$ cat src/rtl/countdown_timer.sv
// BCD mm:ss countdown engine with a one-second prescaler, decrement tick and
// time-up output that closes the loop with the run/stop toggle register.
module countdown_timer #(
   parameter int TICK_DIV = 50000000,
   parameter int PW       = $clog2(TICK_DIV)
) (
   input  logic       clk,
   input  logic       rst,
   input  logic       run,
   input  logic       load,
   input  logic [7:0] load_mins,
   input  logic [7:0] load_secs,
   output logic [7:0] mins_bcd,
   output logic [7:0] secs_bcd,
   output logic       time_up,
   output logic       tick,
   output logic       zero
);

   localparam logic [PW-1:0] PRE_MAX = PW'(TICK_DIV - 1);
   localparam logic [PW-1:0] PRE_ONE = PW'(1);

   logic [PW-1:0] pre;
   logic [7:0]    mins_dec;
   logic [7:0]    secs_dec;
   logic [7:0]    mins_clamped;
   logic [7:0]    secs_clamped;
   logic          dec_zero;
   logic          wrap;

   function automatic logic [3:0] clamp_digit(input logic [3:0] d, input logic [3:0] lim);
      return (d > lim) ? lim : d;
   endfunction

   assign mins_clamped = {clamp_digit(load_mins[7:4], 4'd9), clamp_digit(load_mins[3:0], 4'd9)};
   assign secs_clamped = {clamp_digit(load_secs[7:4], 4'd5), clamp_digit(load_secs[3:0], 4'd9)};

   assign zero     = (mins_bcd == 8'h00) && (secs_bcd == 8'h00);
   assign wrap     = (pre == PRE_MAX);
   assign dec_zero = (mins_dec == 8'h00) && (secs_dec == 8'h00);

   // BCD borrow chain: seconds units, seconds tens, then minutes with secs reset to 59.
   always_comb begin
      mins_dec = mins_bcd;
      secs_dec = secs_bcd;
      if (secs_bcd[3:0] != 4'd0) begin
         secs_dec[3:0] = secs_bcd[3:0] - 4'd1;
      end else if (secs_bcd[7:4] != 4'd0) begin
         secs_dec = {secs_bcd[7:4] - 4'd1, 4'd9};
      end else if (mins_bcd != 8'h00) begin
         secs_dec = 8'h59;
         if (mins_bcd[3:0] != 4'd0) begin
            mins_dec[3:0] = mins_bcd[3:0] - 4'd1;
         end else begin
            mins_dec = {mins_bcd[7:4] - 4'd1, 4'd9};
         end
      end
   end

   always_ff @(posedge clk or posedge rst) begin
      if (rst) begin
         mins_bcd <= 8'h00;
         secs_bcd <= 8'h00;
         pre      <= '0;
         time_up  <= 1'b0;
         tick     <= 1'b0;
      end else if (load) begin
         mins_bcd <= mins_clamped;
         secs_bcd <= secs_clamped;
         pre      <= '0;
         time_up  <= 1'b0;
         tick     <= 1'b0;
      end else if (run) begin
         if (wrap) begin
            pre <= '0;
            if (!zero) begin
               mins_bcd <= mins_dec;
               secs_bcd <= secs_dec;
               tick     <= 1'b1;
               time_up  <= dec_zero;
            end else begin
               tick    <= 1'b0;
               time_up <= 1'b1;
            end
         end else begin
            pre     <= pre + PRE_ONE;
            tick    <= 1'b0;
            time_up <= zero;
         end
      end else begin
         // Paused: prescaler holds so the partial second survives.
         tick    <= 1'b0;
         time_up <= 1'b0;
      end
   end

endmodule

$ cat config.mk
export PLATFORM = sky130hd
export DESIGN_NAME = countdown_timer
export DESIGN_NICKNAME = d
export VERILOG_FILES = /design/src/rtl/countdown_timer.sv
export SDC_FILE = /design/constraint.sdc
export NUM_CORES = 1
export LEC_CHECK = 0
export ABC_AREA = 1
export ABC_CLOCK_PERIOD_IN_PS = 2009
export CORE_MARGIN = 8
export CORE_UTILIZATION = 39
export CTS_CLUSTER_SIZE = 30
export DETAILED_ROUTE_END_ITERATION = 7
export PLACE_DENSITY = 0.62
export SLEW_MARGIN = 10
export SYNTH_ARGS = -nofsm -noshare
export SYNTH_HDL_FRONTEND = slang
export SYNTH_SLANG_ARGS = --single-unit
$ cat constraint.sdc
create_clock -name clk -period 2.01 [get_ports clk]
set_input_delay 0.603 -clock clk [delete_from_list [all_inputs] [get_ports clk]]
set_output_delay 0.603 -clock clk [all_outputs]
set_load 0.02 [all_outputs]
==> results of run 1 <==
cell usage in the layout, fill, tap and decap left out, drive strengths merged, types with 7 or more instances in the layout:
master         count
dlymetal6s2s       7
nand2             99
nand4              9
dlygate4sd2        8
clkdlybuf4s50     21
buf               71
a21oi             14
o21ai             21
nor2              67
dfrtp             44
nand3             40
inv               47
ha                 7
o221ai             9
nor3              13
power groups by stage:
stage / clock network, mW / registers [mW] / logic (mW)
finish: 0.733 / 0.938 / 0.623
global route: 0.792 / 0.942 / 0.684
CTS: 0.757 / 0.936 / 0.589
detailed placement: 0 / 0.951 / 0.587
global placement: 0 / 0.950 / 0.582
floorplan: 0 / 0.992 / 0.252
metal layers:
metal,part of all wire,global-route usage,vias to the layer above
met5,0,0,-
met4,0.026,0.0663,0
met3,0.042,0.0362,28
met2,0.51,0.283,95
met1,0.43,0.183,1484
li1,-,-,1585
state kept, by name (all words and copies together), names as in the netlist:
signal and count:
pre 26, mins_bcd 8, secs_bcd 8, tick 1, time_up 1
worst max path at each step:
stage                            startpoint                      end  slack (ns)  cells past startpoint
finish              mins_bcd[5]$_DFFE_PP0P_                     zero       -0.02                      7
detailed placement  mins_bcd[4]$_DFFE_PP0P_                     zero       -0.22                      7
CTS                 secs_bcd[4]$_DFFE_PP0P_                     zero       -0.07                      7
global route        mins_bcd[5]$_DFFE_PP0P_                     zero       -0.10                      7
floorplan           secs_bcd[0]$_DFFE_PP0P_  mins_bcd[3]$_DFFE_PP0P_        0.08                     11
global placement    mins_bcd[4]$_DFFE_PP0P_                     zero       -0.21                      7
metrics by stage:
step                hold WS [ns]  total power, mW  TNS (ns)
floorplan                  0.455             1.24         0
global placement           0.483             1.53     -1.12
detailed placement         0.496             1.54     -1.54
CTS                        0.507             2.28   -0.0713
global route               0.532             2.42    -0.151
finish                     0.510             2.29   -0.0178
final cells by class:
type	instances	area, um^2
Multi-Input combinational cell	309	1840
Clock inverter	2	38.8
Tap cell	102	128
Fill cell	700	3360
Timing Repair Buffer	107	946
Sequential cell	44	1100
Inverter	50	193
Clock buffer	6	82.6
Yosys cell counts (3+ instances only):
cell	n
ha_1	7
inv_2	8
o221ai_2	3
nor3_1	9
nand2_2	6
o221ai_1	6
o211ai_2	6
inv_1	39
o21ai_0	18
xor2_1	3
nand2_1	91
nor2_1	55
nand4_1	9
nor2_2	5
nor2_4	6
a21oi_1	13
nor3_2	3
nand3_1	37
dfrtp_1	44
nand3b_1	3
what timing repair did:
item / 4_1_cts / 5_1_grt
resized for setup: 23 / 30
setup endpoints to repair: 7 / 20
buffers inserted: 1 / 4
pin swaps: 5 / 8
endpoints found under the hold margin: 0 / 0
cell families after synthesis:
group	count (synthesis)	synth area share
adders and majority gates	7	0.0285
xor gates and xnor gates	5	0.0142
DFF	44	0.358
AOI/OAI and AO/OA	60	0.140
and+or+nand+nor	237	0.381
buffers and inverters	56	0.0789
==> results.md, run 1 <==
* Status: complete, but fails checks
* Failing checks: negative setup slack
* Post-Place Setup Slack at -0.222 ns
* Fin crit period at 2.03 ns
* CTS Hold Bufs at 0
* Die Wd at 105 um
* CP required at 1.41 ns
* Pin count of the biggest net entering global routing at 34
* Final Setup Violations at 1
* DRC errors left at 0
* Pleak at 2.09 nW
* R2r setup slk at 0.13 ns
* Post-Synthesis Cells at 409
* Worst setup EP type: output pin
* Hold Path Origin: pre[22]$_DFFE_PP0P_
* Layout area overhead at 40.7%
* Total grt overflow at 0
* Min-Delay Endpoint: pre[22]$_DFFE_PP0P_
* Hold Fails Final Rpt at 0
* RR Startpoint: secs_bcd[0]$_DFFE_PP0P_
* Final core occ at 0.563
* Slew HR at 0.745
* Layout Cells excl Fill at 620
* Clock power share at 0.320
* Reg2Reg Depth at 14
* Largest vdd supply drop at 0.272 mV
* Family with the most delay on the worst path: flip-flops
* Placed Area at 0.00405 mm^2
* Synth area leaders: dfrtp_1, nand2_1, nor2_1, nand3_1, inv_1
* Design Area, Final at 0.00433 mm^2
* Critical Path Source Type: flop
* Clock Tree Buf Depth at 2
* Switching Fraction at 0.296
* CTS tree: yes
* Pre-Repair DR Iteration Count at 4
* RSZ-0062 raised after global routing: true
* Area of the core at 0.00769 mm^2
* Yosys top cell by area: dfrtp_1
* H-tree depth reported by CTS at 2
* CP Cell Sequence: inv_2, ha_4, nand2_4, nor2_4, nand2_4, nor2_8, buf_6
* Flops & latches, synth at 44
* Vias in the first global route at 3270
* PnR worst setup slack at -0.0178 ns
* Clock root buffer: clkbuf_8
* Initial antenna violation count at 0
* Total GRT Usage at 0.161
* Worst-Skew Late Latency at 0.30 ns
* Routed Antenna Nets at 0
* Num rows at 32
* Detail Placement HPWL at 6700 um
* Critical path peak fanout at 2
* Netlist area before placement at 0.00308 mm^2
* Drt total wl at 8650 um
* Die footprint at 0.0110 mm^2
* Via density per instance at 5.15
* Pint at 1.61 mW
* IO buf count at 38
* Sequential group share of total power at 0.409
* Pins Over Slew Limit at 0
* WL/cell at 14.0 um
* Syn_area_per_cell at 7.52 um^2
* Predominant post-synthesis flop cell: dfrtp_1
* Diode count at 0
* Max-cap violations at 0
* Synth cell types at 47
* Die height at 105 um
* WS Path Type: flop to output pin
* CP dominant cell by count: nand2_4
* Synth warnings at 0
* Crit path buffers/inverters at 2
* Final Skew at 0.00575 ns
* Initial Utilization at 0.400
* Total number of vias at 3192
* Post-synth top area share at 0.358
* CTS Buf Count at 5
* Post-synth EDFFs at 0
* Hold Path Class: flop to flop
* Slew @ Worst Pin at 0.379 ns
* Max Clk Rate at 493 MHz
* Slowest CP cell: dfrtp_1
* Sequential area share after synthesis at 0.358
* Logic pwr share at 0.271
* Worst-path clk slew at 0.09 ns
* Syn_nets at 436
* PwrDens at 530 mW/mm^2
* I/O pins at 39
* Fraction of layout cells with a size suffix above 1 at 0.290
* Critical path arrival at 1.42 ns
* Worst R2R End: time_up$_DFF_PP0_
* Fin nets at 544
* DP Cell Count at 607
* Iteration-0 DRC Markers at 145
* Sw Pwr at 0.678 mW
* GP Congestion at 0.920
* Fin crit share at 1.01
* Async SR Flop Fraction at 1.00
* Hold Path Depth at 1
* CTS Sinks at 44
* First-pass GRT wire length at 14800 um
* CP max stage delay at 0.39 ns
No activity file was read; power rests on OpenSTA's default activity.
==> run 2, diff against run 1 <==
- CAP_MARGIN: unset -> 20
==> results of run 2 <==
Same layout as run 1: the final DEF is identical, and so are final timing and power.
==> edit 1, RTL diff (flow settings as in run 2) <==
Reset style: synchronous (`rst`), changed in one clocked block.
--- a/src/rtl/countdown_timer.sv
+++ b/src/rtl/countdown_timer.sv
@@ -57,7 +57,7 @@
       end
    end
 
-   always_ff @(posedge clk or posedge rst) begin
+   always_ff @(posedge clk) begin
       if (rst) begin
          mins_bcd <= 8'h00;
          secs_bcd <= 8'h00;
Behaviour: differs if rst is asserted again (counterexample within 4 cycles, from zero or initial values and one cycle with rst high); with rst held inactive, the same outputs for 10 cycles.
==> edit 1 against run 2 <==
Power decreased by 9.5%; sequential cell count unchanged; via count decreased by 3.5%; highest routed layer unchanged; wire length decreased by 6.8%; count of clock-buffer cells in the layout unchanged; area after synthesis decreased by 13%; non-clock buffer count unchanged; setup slack improved by 78 ps; final area decreased by 10%.
==> edit 1: results (changes against run 2) <==
[route]
firstDrtPassIters = 4  ; unchanged
via_per_inst = 5.08  ; -1.3%
routed_wl_microns = 8070  ; -6.8%
drt_iter0_markers = 150  ; +3.4%

[power]
leakage_nw = 1.79  ; -14%
max-vdd-ir-drop_v = 0.000275  ; +1.1%

[layout]
n_antenna_cell = 0  ; unchanged
fillers = 668  ; -4.6%
final_cells = 606  ; -2.3%
layout.nets = 553  ; +1.7%
reg.largest.list = pre: 26 flops, mins_bcd: 8 flops, secs_bcd: 8 flops
layout-drive-gt1-share = 0.222  ; -0.0671

[clocking]
root_buffer = clkbuf_8
cts_buffer_depth = 2  ; unchanged
clk_latency_ps = 290
cts_buffers = 5  ; unchanged
htree_levels = 2  ; unchanged

[global_routing]
grt_pass1_vias = 2985  ; -8.7%
grt_pass1_wl_microns = 13700  ; -7.7%
grt_max_degree = 13  ; -62%
grt_usage = 0.169  ; +0.00847

[placement]
dp.cells = 595  ; -2.0%
numPortBuffers = 38  ; unchanged
dpl.hpwl_microns = 6440  ; -3.8%
gp_congestion = 0.934  ; +1.5%
place_area_sq_mm = 0.00361  ; -11%
pre_cts_ws_ps = -295  ; -72.5 ps

[logic_synthesis]
syn_nets = 447  ; +2.5%
async_flop_share = 0  ; -1.00
avgSynthCellArea_sq_um = 6.40  ; -15%
synth-main-ff-cell = dfxtp_1
ys_top_cells_by_area = dfxtp_1, nand2_1, inv_1
yosysSeqAreaShare = 0.328  ; -0.0303
yosysWarningCount = 0  ; unchanged
ys_types = 37  ; -21%
synth_common_cells = nand2_1, inv_1, nor2_1

[timing]
finalClockSkew_ps = 7.09  ; +1.34 ps
tightest_slew_ps = 347  ; -31.8 ps

[critical_path]
critPathArrivalTime_ps = 1350  ; -70 ps
critPathLaunch = mins_bcd[3]
critPathTopFamily = buffers and inverters
crit_path_max_incr_delay_ps = 590  ; +200 ps
slowest_stage = clkdlybuf4s50_1
r2r-start = mins_bcd[0]
cp_max_fo = 2  ; unchanged

[hold_path]
min_path_type = reg2reg
hp-start = pre[19]

[outcome]
outcome = completed

-- edit 1: cell families after synthesis --
group	after synthesis	synth area share
AND/OR/NAND/NOR	221	0.366
AO/OA/AOI/OAI	74	0.153
buffers and inverters	69	0.104
flip-flops	44	0.328
adder cells (fa/ha/maj)	7	0.0326
XOR/XNOR	5	0.0163
-- edit 1: power breakdown --
group          total, mW  internal [mW]  switching [mW]  leakage [nW]
sequential         0.909          0.895          0.0133         0.359
combinational      0.629          0.293           0.336          1.39
clock              0.536          0.237           0.299        0.0410
-- edit 1: tightest hold or removal path: cells and delay by family, from the launching register on --
family,cells,cell delay (ps)
flip-flops,1,330
AO/OA/AOI/OAI,1,50
buffers and inverters,1,50
-- edit 1: metrics by stage --
step,total power [mW],util
after floorplan,1.22,-
after global routing,2.20,0.580
final,2.07,0.580
after global placement,1.48,0.537
after detailed placement,1.49,0.537
after CTS,2.04,0.553
-- edit 1: repair_timing --
item	4_1_cts	5_1_grt
gates resized for setup	11	43
endpoints found under the setup margin	2	29
pin swaps	1	7
buffers inserted	1	3
-- edit 1: layout make-up --
cell class	count	area (sq um)	area share
clock buffers	6	72.6	0.0186
well taps	80	100	0.0257
multi-input cells	307	1650	0.423
flip-flops and latches	44	885	0.227
inverters	61	233	0.0597
clock inverters	1	5.00	0.00128
repair buffers	107	952	0.244
-- edit 1: per-layer routing --
layer / track usage / wire [microns] / part of all wire
met1: 0.185 / 3430 / 0.43
met2: 0.315 / 4180 / 0.52
met5: 0 / 0 / 0
met4: 0.0460 / 115 / 0.014
met3: 0.0381 / 340 / 0.042
-- edit 1: path summary, 6_finish.rpt --
path / slack, ps / endpoint / depth (start not counted)
min: 480 / pre[19] / 2
max: 60 / mins_bcd[3] / 2
max reg2reg: 110 / time_up / 12
min reg2reg: 480 / pre[19] / 2
==> edit 2, RTL diff (settings of run 2) <==
Without the edit above. The parameter `TICK_DIV` goes from 50000000 to 100000000.
--- a/src/rtl/countdown_timer.sv
+++ b/src/rtl/countdown_timer.sv
@@ -1,7 +1,7 @@
 // BCD mm:ss countdown engine with a one-second prescaler, decrement tick and
 // time-up output that closes the loop with the run/stop toggle register.
 module countdown_timer #(
-   parameter int TICK_DIV = 50000000,
+   parameter int TICK_DIV = 100000000,
    parameter int PW       = $clog2(TICK_DIV)
 ) (
    input  logic       clk,
Function: no difference found for any inputs over 10 cycles, from zero or initial values and one cycle with rst high; that may be too few to reach the edited logic, so the function may still have changed.
==> edit 2 against run 2 <==
Power rose by 1.9%; setup slack better by 74 ps; area after synthesis is 2.6% lower; critical path depth unchanged; clock skew up 3.6 ps; final area down 4.9%; combinational power hardly changed; wire length is 3.7% lower; cell count shrank 0.97%; sequential cell count is 1 higher; global-route usage down 0.66 points; critical path type unchanged; highest routed layer unchanged.
==> edit 2: results (changes against run 2) <==
[timing]
timing.hold.ws_ps = 512  ; +2.25 ps
tightest_slew_ps = 454  ; +75.1 ps
max_freq_ghz = 0.512  ; +3.8%
finalClockSkew_ps = 9.34  ; +3.59 ps

[logic_synthesis]
yosysSeqAreaShare = 0.376  ; +0.0178
ys_top_cells_by_area = dfrtp_1, nand2_1, nor2_1
ys_types = 36  ; -23%
syn_inst = 415  ; +1.5%
syn_nets = 442  ; +1.4%
synth_common_cells = nand2_1, nor2_1, inv_1

[global_routing]
grt_pass1_wl_microns = 14000  ; -5.9%
use_met1 = 0.184  ; +0.00176
grt_max_degree = 35  ; +2.9%
grtUsageMet3 = 0.0316  ; -0.00464
grt_pass1_vias = 3012  ; -7.9%
grt_usage = 0.154  ; -0.00655
use_met2 = 0.271  ; -0.0119

[power]
leakage_nw = 2.00  ; -4.5%
clkPwrFrac = 0.310  ; -0.010
power_density_mw_per_mm2 = 568  ; +7.2%
comb_power_mw = 0.625  ; about the same
max-vdd-ir-drop_v = 0.000298  ; +9.6%
netSwitchingFraction = 0.296  ; about the same

[layout]
n_antenna_cell = 0  ; unchanged
reg.largest.list = pre: 27 flops, mins_bcd: 8 flops, secs_bcd: 8 flops
layout.nets = 538  ; -1.1%
layout-drive-gt1-share = 0.229  ; -0.0611
fillers = 708  ; +1.1%

[critical_path]
reg2reg_slack_ps = 140
critPathLaunch = mins_bcd[1]
critPathArrivalTime_ps = 1350  ; -70 ps
cp_max_fo = 2  ; unchanged
rr_worst_depth = 13  ; -1
rr_endpoint = time_up

[route]
vias = 3052  ; -4.4%
firstDrtPassIters = 4  ; unchanged
wl_met3_microns = 382  ; +4.4%
wirelength_met1_microns = 3680  ; -0.30%
ant_nets = 0  ; unchanged
drt_iter0_markers = 96  ; -34%
routed_wl_microns = 8330  ; -3.7%
avgRoutedWirePerCell_microns = 13.6  ; -2.8%
wl_met2_microns = 4160  ; -4.8%

[placement]
dp.cells = 603  ; -0.66%
pre_cts_ws_ps = -175  ; +47.6 ps
gp_congestion = 0.871  ; -5.3%
dpl.hpwl_microns = 6430  ; -4.0%
place_area_sq_mm = 0.00388  ; -4.3%

[clocking]
path_clk_slew_ps = 90  ; about the same
cts_buffer_depth = 2  ; unchanged

[outcome]
outcome = completed

[hold_path]
min_to = pre[23]
hp-start = pre[23]

[edit 2: cell types whose count changed after synthesis, moves of 5 or more]
cell,run 2,this run
inv_1,39,50
xor2_1,3,9
o211ai_2,6,0
o211ai_1,0,10
nand2_1,91,96
nand4_1,9,4
[edit 2: what timing repair did]
action / CTS / global route
gates resized for setup: 11 / 35
endpoints found under the setup margin: 6 / 11
buffers inserted: 0 / 3
pin swaps: 0 / 5
[edit 2: area by class of cell]
cell class              instances  area, sq um  share of cell area
repair buffers                 95          843               0.205
well taps                     102          128              0.0310
clock buffers                   7         86.3              0.0210
clock inverters                 1         30.0             0.00730
flip-flops and latches         45         1130               0.274
inverters                      57          214              0.0520
multi-input cells             307         1690               0.410
[edit 2: logic make-up after synthesis]
| group | synth area share |
|---|---|
| adders and majority gates | 0.0292 |
| AOI/OAI and AO/OA | 0.108 |
| DFF | 0.376 |
| and+or+nand+nor | 0.369 |
| buffers and inverters | 0.0868 |
| xor gates and xnor gates | 0.0321 |
